### src/rtl/msg_recorder.sv
// Serial message recorder: buffers received UART characters and replays them.
// Define MSG_RECORDER_ECHO_EN to also echo each accepted character at once.

module msg_recorder #(
    parameter int DATA_W       = 8,
    parameter int DEPTH_LOG2   = 8,
    parameter int CLKS_PER_BIT = 5208
) (
    input  logic                  sysclk,
    input  logic                  reset,
    input  logic                  active,
    input  logic                  serial_in,
    input  logic                  btn_play,
    input  logic                  btn_clear,
    output logic                  serial_out,
    output logic                  busy,
    output logic [DEPTH_LOG2:0]   count,
    output logic                  overflow,
    output logic                  frame_err
);

    localparam int DEPTH = 1 << DEPTH_LOG2;
    localparam int CW = $clog2(CLKS_PER_BIT);
    localparam int BW = (DATA_W > 1) ? $clog2(DATA_W) : 1;
    localparam int IW = DEPTH_LOG2 + 1;
    localparam logic [CW-1:0] BAUD_LAST = CW'(CLKS_PER_BIT - 1);
    localparam logic [CW-1:0] BAUD_MID  = CW'(CLKS_PER_BIT / 2);
    localparam logic [BW-1:0] BIT_LAST  = BW'(DATA_W - 1);
    localparam logic [IW-1:0] FULL      = IW'(DEPTH);

    typedef enum logic [1:0] {
        R_IDLE, R_START, R_DATA, R_STOP
    } rx_state_t;

    typedef enum logic [2:0] {
        T_IDLE, T_LOAD, T_START, T_DATA, T_STOP
    } tx_state_t;

    logic rx_m, rx_s, rx_prev, play_q, clr_q;
    logic rx_fall, play_edge, clr_edge;

    rx_state_t         r_st, r_nx;
    logic [CW-1:0]     r_cnt, r_cnt_nx;
    logic [BW-1:0]     r_bit, r_bit_nx;
    logic [DATA_W-1:0] r_sh, r_sh_nx;
    logic              wr_pend, wr_pend_nx;
    logic              stop_q, stop_nx;

    tx_state_t         t_st, t_nx;
    logic [CW-1:0]     t_cnt, t_cnt_nx;
    logic [BW-1:0]     t_bit, t_bit_nx;
    logic [DATA_W-1:0] t_sh, t_sh_nx;
    logic [IW-1:0]     rd_idx, rd_idx_nx, rd_next;
    logic              busy_nx, so_nx;

    logic              clr_go, play_go, echo_go, wr_ok;
    logic [DATA_W-1:0] mem [DEPTH];

    always_ff @(posedge sysclk or negedge reset) begin
        if (!reset) begin
            rx_m    <= 1'b1;
            rx_s    <= 1'b1;
            rx_prev <= 1'b1;
            play_q  <= 1'b0;
            clr_q   <= 1'b0;
        end else begin
            rx_m    <= serial_in;
            rx_s    <= rx_m;
            rx_prev <= rx_s;
            play_q  <= btn_play;
            clr_q   <= btn_clear;
        end
    end

    assign rx_fall   = rx_prev & ~rx_s;
    assign play_edge = btn_play & ~play_q;
    assign clr_edge  = btn_clear & ~clr_q;

    assign clr_go  = clr_edge && active && !busy;
    assign wr_ok   = wr_pend && active && !clr_go
                     && stop_q && (count != FULL);
    assign play_go = play_edge && !clr_edge && active && !busy
                     && (count != '0) && (r_st == R_IDLE)
                     && (t_st == T_IDLE);
`ifdef MSG_RECORDER_ECHO_EN
    assign echo_go = wr_ok && (t_st == T_IDLE) && !play_go;
`else
    assign echo_go = 1'b0;
`endif

    always_comb begin
        r_nx       = r_st;
        r_cnt_nx   = r_cnt;
        r_bit_nx   = r_bit;
        r_sh_nx    = r_sh;
        wr_pend_nx = 1'b0;
        stop_nx    = stop_q;
        if (!active) begin
            r_nx     = R_IDLE;
            r_cnt_nx = '0;
        end else begin
            unique case (r_st)
                R_IDLE: begin
                    if (rx_fall && !busy) begin
                        r_nx     = R_START;
                        r_cnt_nx = '0;
                    end
                end
                R_START: begin
                    if (r_cnt == BAUD_MID) begin
                        r_cnt_nx = '0;
                        r_bit_nx = '0;
                        r_nx     = rx_s ? R_IDLE : R_DATA;
                    end else begin
                        r_cnt_nx = r_cnt + CW'(1);
                    end
                end
                R_DATA: begin
                    if (r_cnt == BAUD_LAST) begin
                        r_cnt_nx = '0;
                        r_sh_nx  = {rx_s, r_sh[DATA_W-1:1]};
                        if (r_bit == BIT_LAST)
                            r_nx = R_STOP;
                        else
                            r_bit_nx = r_bit + BW'(1);
                    end else begin
                        r_cnt_nx = r_cnt + CW'(1);
                    end
                end
                R_STOP: begin
                    if (r_cnt == BAUD_LAST) begin
                        r_cnt_nx   = '0;
                        wr_pend_nx = 1'b1;
                        stop_nx    = rx_s;
                        r_nx       = R_IDLE;
                    end else begin
                        r_cnt_nx = r_cnt + CW'(1);
                    end
                end
            endcase
        end
    end

    always_ff @(posedge sysclk or negedge reset) begin
        if (!reset) begin
            r_st    <= R_IDLE;
            r_cnt   <= '0;
            r_bit   <= '0;
            r_sh    <= '0;
            wr_pend <= 1'b0;
            stop_q  <= 1'b1;
        end else begin
            r_st    <= r_nx;
            r_cnt   <= r_cnt_nx;
            r_bit   <= r_bit_nx;
            r_sh    <= r_sh_nx;
            wr_pend <= wr_pend_nx;
            stop_q  <= stop_nx;
        end
    end

    always_ff @(posedge sysclk or negedge reset) begin
        if (!reset) begin
            count     <= '0;
            overflow  <= 1'b0;
            frame_err <= 1'b0;
        end else if (clr_go) begin
            count     <= '0;
            overflow  <= 1'b0;
            frame_err <= 1'b0;
        end else if (wr_pend && active) begin
            if (!stop_q)
                frame_err <= 1'b1;
            else if (count == FULL)
                overflow <= 1'b1;
            else
                count <= count + IW'(1);
        end
    end

    always_ff @(posedge sysclk) begin
        if (wr_ok)
            mem[count[DEPTH_LOG2-1:0]] <= r_sh;
    end

    assign rd_next = rd_idx + IW'(1);

    always_comb begin
        t_nx      = t_st;
        t_cnt_nx  = t_cnt;
        t_bit_nx  = t_bit;
        t_sh_nx   = t_sh;
        rd_idx_nx = rd_idx;
        busy_nx   = busy;
        if (!active) begin
            t_nx     = T_IDLE;
            t_cnt_nx = '0;
            busy_nx  = 1'b0;
        end else begin
            unique case (t_st)
                T_IDLE: begin
                    if (play_go) begin
                        t_nx      = T_LOAD;
                        busy_nx   = 1'b1;
                        rd_idx_nx = '0;
                    end else if (echo_go) begin
                        t_nx     = T_START;
                        t_sh_nx  = r_sh;
                        t_cnt_nx = '0;
                    end
                end
                T_LOAD: begin
                    t_sh_nx  = mem[rd_idx[DEPTH_LOG2-1:0]];
                    t_cnt_nx = '0;
                    t_nx     = T_START;
                end
                T_START: begin
                    if (t_cnt == BAUD_LAST) begin
                        t_cnt_nx = '0;
                        t_bit_nx = '0;
                        t_nx     = T_DATA;
                    end else begin
                        t_cnt_nx = t_cnt + CW'(1);
                    end
                end
                T_DATA: begin
                    if (t_cnt == BAUD_LAST) begin
                        t_cnt_nx = '0;
                        t_sh_nx  = t_sh >> 1;
                        if (t_bit == BIT_LAST)
                            t_nx = T_STOP;
                        else
                            t_bit_nx = t_bit + BW'(1);
                    end else begin
                        t_cnt_nx = t_cnt + CW'(1);
                    end
                end
                T_STOP: begin
                    if (t_cnt == BAUD_LAST) begin
                        t_cnt_nx = '0;
                        // chain the next character with no idle gap
                        if (busy && (rd_next < count)) begin
                            rd_idx_nx = rd_next;
                            t_sh_nx   = mem[rd_next[DEPTH_LOG2-1:0]];
                            t_nx      = T_START;
                        end else begin
                            t_nx    = T_IDLE;
                            busy_nx = 1'b0;
                        end
                    end else begin
                        t_cnt_nx = t_cnt + CW'(1);
                    end
                end
                default: t_nx = T_IDLE;
            endcase
        end
        so_nx = (t_nx == T_START) ? 1'b0
              : (t_nx == T_DATA)  ? t_sh_nx[0]
              : 1'b1;
    end

    always_ff @(posedge sysclk or negedge reset) begin
        if (!reset) begin
            t_st       <= T_IDLE;
            t_cnt      <= '0;
            t_bit      <= '0;
            t_sh       <= '0;
            rd_idx     <= '0;
            busy       <= 1'b0;
            serial_out <= 1'b1;
        end else begin
            t_st       <= t_nx;
            t_cnt      <= t_cnt_nx;
            t_bit      <= t_bit_nx;
            t_sh       <= t_sh_nx;
            rd_idx     <= rd_idx_nx;
            busy       <= busy_nx;
            serial_out <= so_nx;
        end
    end

endmodule

### config.mk
export PLATFORM = sky130hd
export DESIGN_NAME = msg_recorder
export DESIGN_NICKNAME = d
export VERILOG_FILES = /design/src/rtl/msg_recorder.sv
export SDC_FILE = /design/constraint.sdc
export NUM_CORES = 2
export LEC_CHECK = 0
export BUFFER_PORTS_ARGS = -buffer_cell sky130_fd_sc_hd__buf_2
export CAP_MARGIN = 20
export CELL_PAD_IN_SITES_DETAIL_PLACEMENT = 0
export CELL_PAD_IN_SITES_GLOBAL_PLACEMENT = 1
export CORE_ASPECT_RATIO = 0.8
export CORE_MARGIN = 5
export CORE_UTILIZATION = 55
export CTS_BUF_LIST = sky130_fd_sc_hd__clkbuf_8
export CTS_CLUSTER_DIAMETER = 30
export CTS_CLUSTER_SIZE = 25
export DETAILED_ROUTE_END_ITERATION = 10
export PLACE_DENSITY_LB_ADDON = 0.1
export SETUP_SLACK_MARGIN = 0.4
export SYNTH_ARGS = -nofsm -noshare
export SYNTH_HDL_FRONTEND = slang
export SYNTH_SLANG_ARGS = --single-unit
### constraint.sdc
create_clock -name sysclk -period 4.8 [get_ports sysclk]
set_clock_uncertainty 0.1 [all_clocks]
set_input_delay 0.24 -clock sysclk [delete_from_list [all_inputs] [get_ports sysclk]]
set_output_delay 0.24 -clock sysclk [all_outputs]
set_load 0.02 [all_outputs]
==> summary.md <==
| Metric | Value |
|---|---|
| IO Pins | `19` |
| First-pass GRT wire length | `481000 µm` |
| Max VDD drop | `0.402 mV` |
| Die Height | `393 µm` |
| DP Wirelength | `about 230000 µm` |
| Ys Warns | `0` |
| Most common cell in the netlist | `edfxtp_1` |
| Max Root-Sink Buffers | `4` |
| CORE AREA | `between 150000 and 200000 µm²` |
| Die W | `about 500 µm` |
| Worst path most repeated cell | `a31oi_1` |
| Worst min-delay path category | `in2reg` |
| Hold Fails Final Rpt | `0` |
| Num CTS Buffers | `415` |
| PwrDens | `approximately 360 nW/µm²` |
| Setup crit end kind | `register` |
| Worst Setup Start Kind | `register` |
| GRT Overall Usage | `0.362` |
| WL final | `roughly 350000 µm` |
| TritonCTS clock tree | `built` |
| RD Place Congestion | `between 0.9 and 1` |
| Cell Area, Synth | `around 100000 µm²` |
| Final slew viol count | `0` |
| FF-to-FF setup slack | `300 ps` |
| WS Path Type | `reg2reg` |
| Unrepaired setup endpoints after global routing | `true` |
| Worst-Skew Late Latency | `approximately 1100 ps` |
| CTS sink count | `around 2100` |
| Fin util | `0.631` |
| XOR/XNOR Fraction of Synth Area | `0.00243` |
| Syn_area_per_cell | `~18 µm²` |
| Synth area leader | `edfxtp_1` |
| Critical-path maximum fanout | `18` |
| Mux share of post-synthesis cell area | `0.256` |
| Post-synth EDFFs | `2048` |
| Remaining Overflow, GRT | `0` |
| Starting DRT DRC Count | `between 9000 and 10000` |
| Vias in the first global route | `60900` |
| Top post-synthesis cells by count | `edfxtp_1, mux4_2, nand2_1, nor2_1, mux2i_1` |
| Maximum clock frequency | `0.222 GHz` |
| Finished Cell Area | `115000 µm²` |
| Post-Synthesis Cells | `5560` |
| Vias | `63100` |
| Share of the synthesized area in the top cell type | `0.610` |
| Simple-gate share of the synthesized area | `0.0503` |
| Synth async-reset ratio | `0.0385` |
| Sequential element share of the synthesized area | `0.631` |
| Final Cycle Share | `0.937` |
| Via density | `7.29` |
| Final ANT Viol Nets | `0` |
| CP cell instances | `ha_4 -> nand3_1 -> xor2_4 -> buf_4 -> nor2_4 -> buf_12 -> a32oi_1 -> a31oi_1 -> o211ai_1 -> a221oi_1 -> a31oi_1` |
| H-tree depth | `5` |
| Leakage power | `39.9 nW` |
| Port bufs | `18` |
| WP data arrival | `5270 ps` |
| Wire per inst | `40.1 µm` |
| Final net count | `5918` |
| Ratio of cells with drive above 1 in the final layout | `0.362` |
| Netlist cell types | `85` |
| Largest family of logic cells by synthesized area | `multiplexers` |
| Min Tclk post-route | `4500 ps` |
| Crit path required time | `between 5000 and 6000 ps` |
| DR pass1 iterations | `7` |
| CTS clk-pin slew, worst paths | `60 ps` |
| # setup viols final | `0` |
| Post-synthesis adder-cell area fraction | `0.00248` |
| Status | `complete, no violations` |
| # Max-Cap Violations | `0` |
| Dominant synthesized flop cell | `edfxtp_1` |
| Area growth from synthesis to layout | `14.1%` |
| Row Count | `140` |
| Largest net degree at the start of global routing | `153` |
| Root buf cell | `clkbuf_8` |
| Initial antenna violation count | `21` |
| Slew headroom | `0.192` |
| CP peak stage delay | `690 ps` |
| Synth Register Bits | `2130` |
| Placed Area | `roughly 100000 µm²` |
| CP max stage cell | `dfrtp_4` |
| Dominant cells by area after synthesis | `edfxtp_1, mux4_2, mux2i_1, dfrtp_1, nand2_1` |
| Synthesized Nets | `5586` |
| Starting Density | `0.553` |
| Die Area | `192000 µm²` |
| Post-synthesis compound-gate area fraction | `0.0347` |
| Post-route DRC violation count | `0` |
| Worst slew pin tran | `1200 ps` |
## sequential cells by signal, summed over array words and instances (netlist names), 8 cells and up
signal,flops
r_cnt,13
rd_idx,9
t_cnt,13
mem,2048
t_sh,8
r_sh,8
count,9
## where the power goes
group | switching [mW] | internal [mW] | total (mW)
combinational | 0.112 | 0.0770 | 0.189
sequential | 0.0494 | 20.1 | 20.1
clock | 9.07 | 11.8 | 20.9
## through the flow
stage          cells  TNS (ps)  hold slack (ps)  total power [mW]  setup slack (ps)
3_3_place_gp    7861     -2800              232              20.7             -64.2
3_5_place_dp    7866     -5360              242              20.7              -107
6_report        8660         0              167              41.2               303
5_1_grt         8648         0              134              42.3               309
2_1_floorplan   5560         0             -156              20.6               704
4_1_cts         8628         0             63.0              41.3               227
## what timing repair did
item / CTS / global route
setup buffers: 0 / 2
resized for setup: 22 / 68
hold buffers: 10 / 0
pin swaps: 0 / 3
endpoints found under the setup margin: 717 / 1243
cloned: 0 / 1
hold endpoints to repair: 158 / 0
## kinds of logic after synthesis
| logic type | Yosys count |
|---|---|
| compound gates | 491 |
| mux | 1283 |
| fa+ha+maj | 20 |
| buf+inv | 461 |
| xor+xnor | 25 |
| flops | 2130 |
| simple gates | 1150 |
## cells in the final DEF (no fill, tap or decap), types with 26 or more instances in the layout
| cell | n |
|---|---|
| nand2b_1 | 26 |
| nand3_1 | 136 |
| clkinv_4 | 45 |
| edfxtp_1 | 2048 |
| mux4_2 | 1034 |
| o221ai_1 | 42 |
| nor2_1 | 290 |
| inv_1 | 47 |
| o22ai_1 | 31 |
| a22oi_1 | 47 |
| nand2_1 | 421 |
| buf_4 | 254 |
| buf_12 | 52 |
| bufinv_16 | 58 |
| dfrtp_1 | 64 |
| o21ai_0 | 75 |
| clkbuf_8 | 425 |
| a21oi_1 | 66 |
| nor2_2 | 50 |
| and3_1 | 32 |
| nor3_1 | 27 |
| clkinvlp_4 | 51 |
| inv_6 | 60 |
| mux2i_1 | 205 |
| mux2_2 | 43 |
| clkinv_2 | 42 |
| nand4_1 | 43 |
| a31oi_1 | 29 |
## worst max-delay path: cells and delay by family (launching register included)
| family | cells | cell delay, ps |
|---|---|---|
| AOI/OAI and AO/OA | 5 | 1530 |
| and+or+nand+nor | 2 | 780 |
| DFF | 1 | 690 |
| buffers and inverters | 2 | 640 |
| adders and majority gates | 1 | 280 |
| xor gates and xnor gates | 1 | 200 |
## layer usage
metal / part of all wire / track usage
met1: 0.37 / 0.510
met2: 0.43 / 0.502
met3: 0.15 / 0.147
met4: 0.049 / 0.160
met5: 0.00026 / 0.00407
## cell type report
cell class	instances	area (µm²)
fill	12800	67200
sequential	2130	63600
multi-input combinational	2969	35400
clock buffer	425	5850
clock inverter	327	3690
timing repair buffer	345	3290
tap	2414	3020
inverter	30	130
antenna	19	47.5
timing repair inverter	1	8.76
## final timing paths
path                       cells after the start                   from                    end
setup / recovery                              11  rd_idx[0]$_DFFE_PN0P_    t_sh[3]$_DFFE_PN0P_
hold / removal                                 6                 active   overflow$_DFFE_PN0P_
setup reg to reg                              11  rd_idx[0]$_DFFE_PN0P_    t_sh[3]$_DFFE_PN0P_
hold reg to reg                                0         rx_m$_DFF_PN1_         rx_s$_DFF_PN1_
max in group asynchronous                      4                  reset  rd_idx[4]$_DFFE_PN0P_
min in group asynchronous                      4                  reset   r_cnt[7]$_DFFE_PN0P_
No activity file was read; power rests on OpenSTA's default activity.
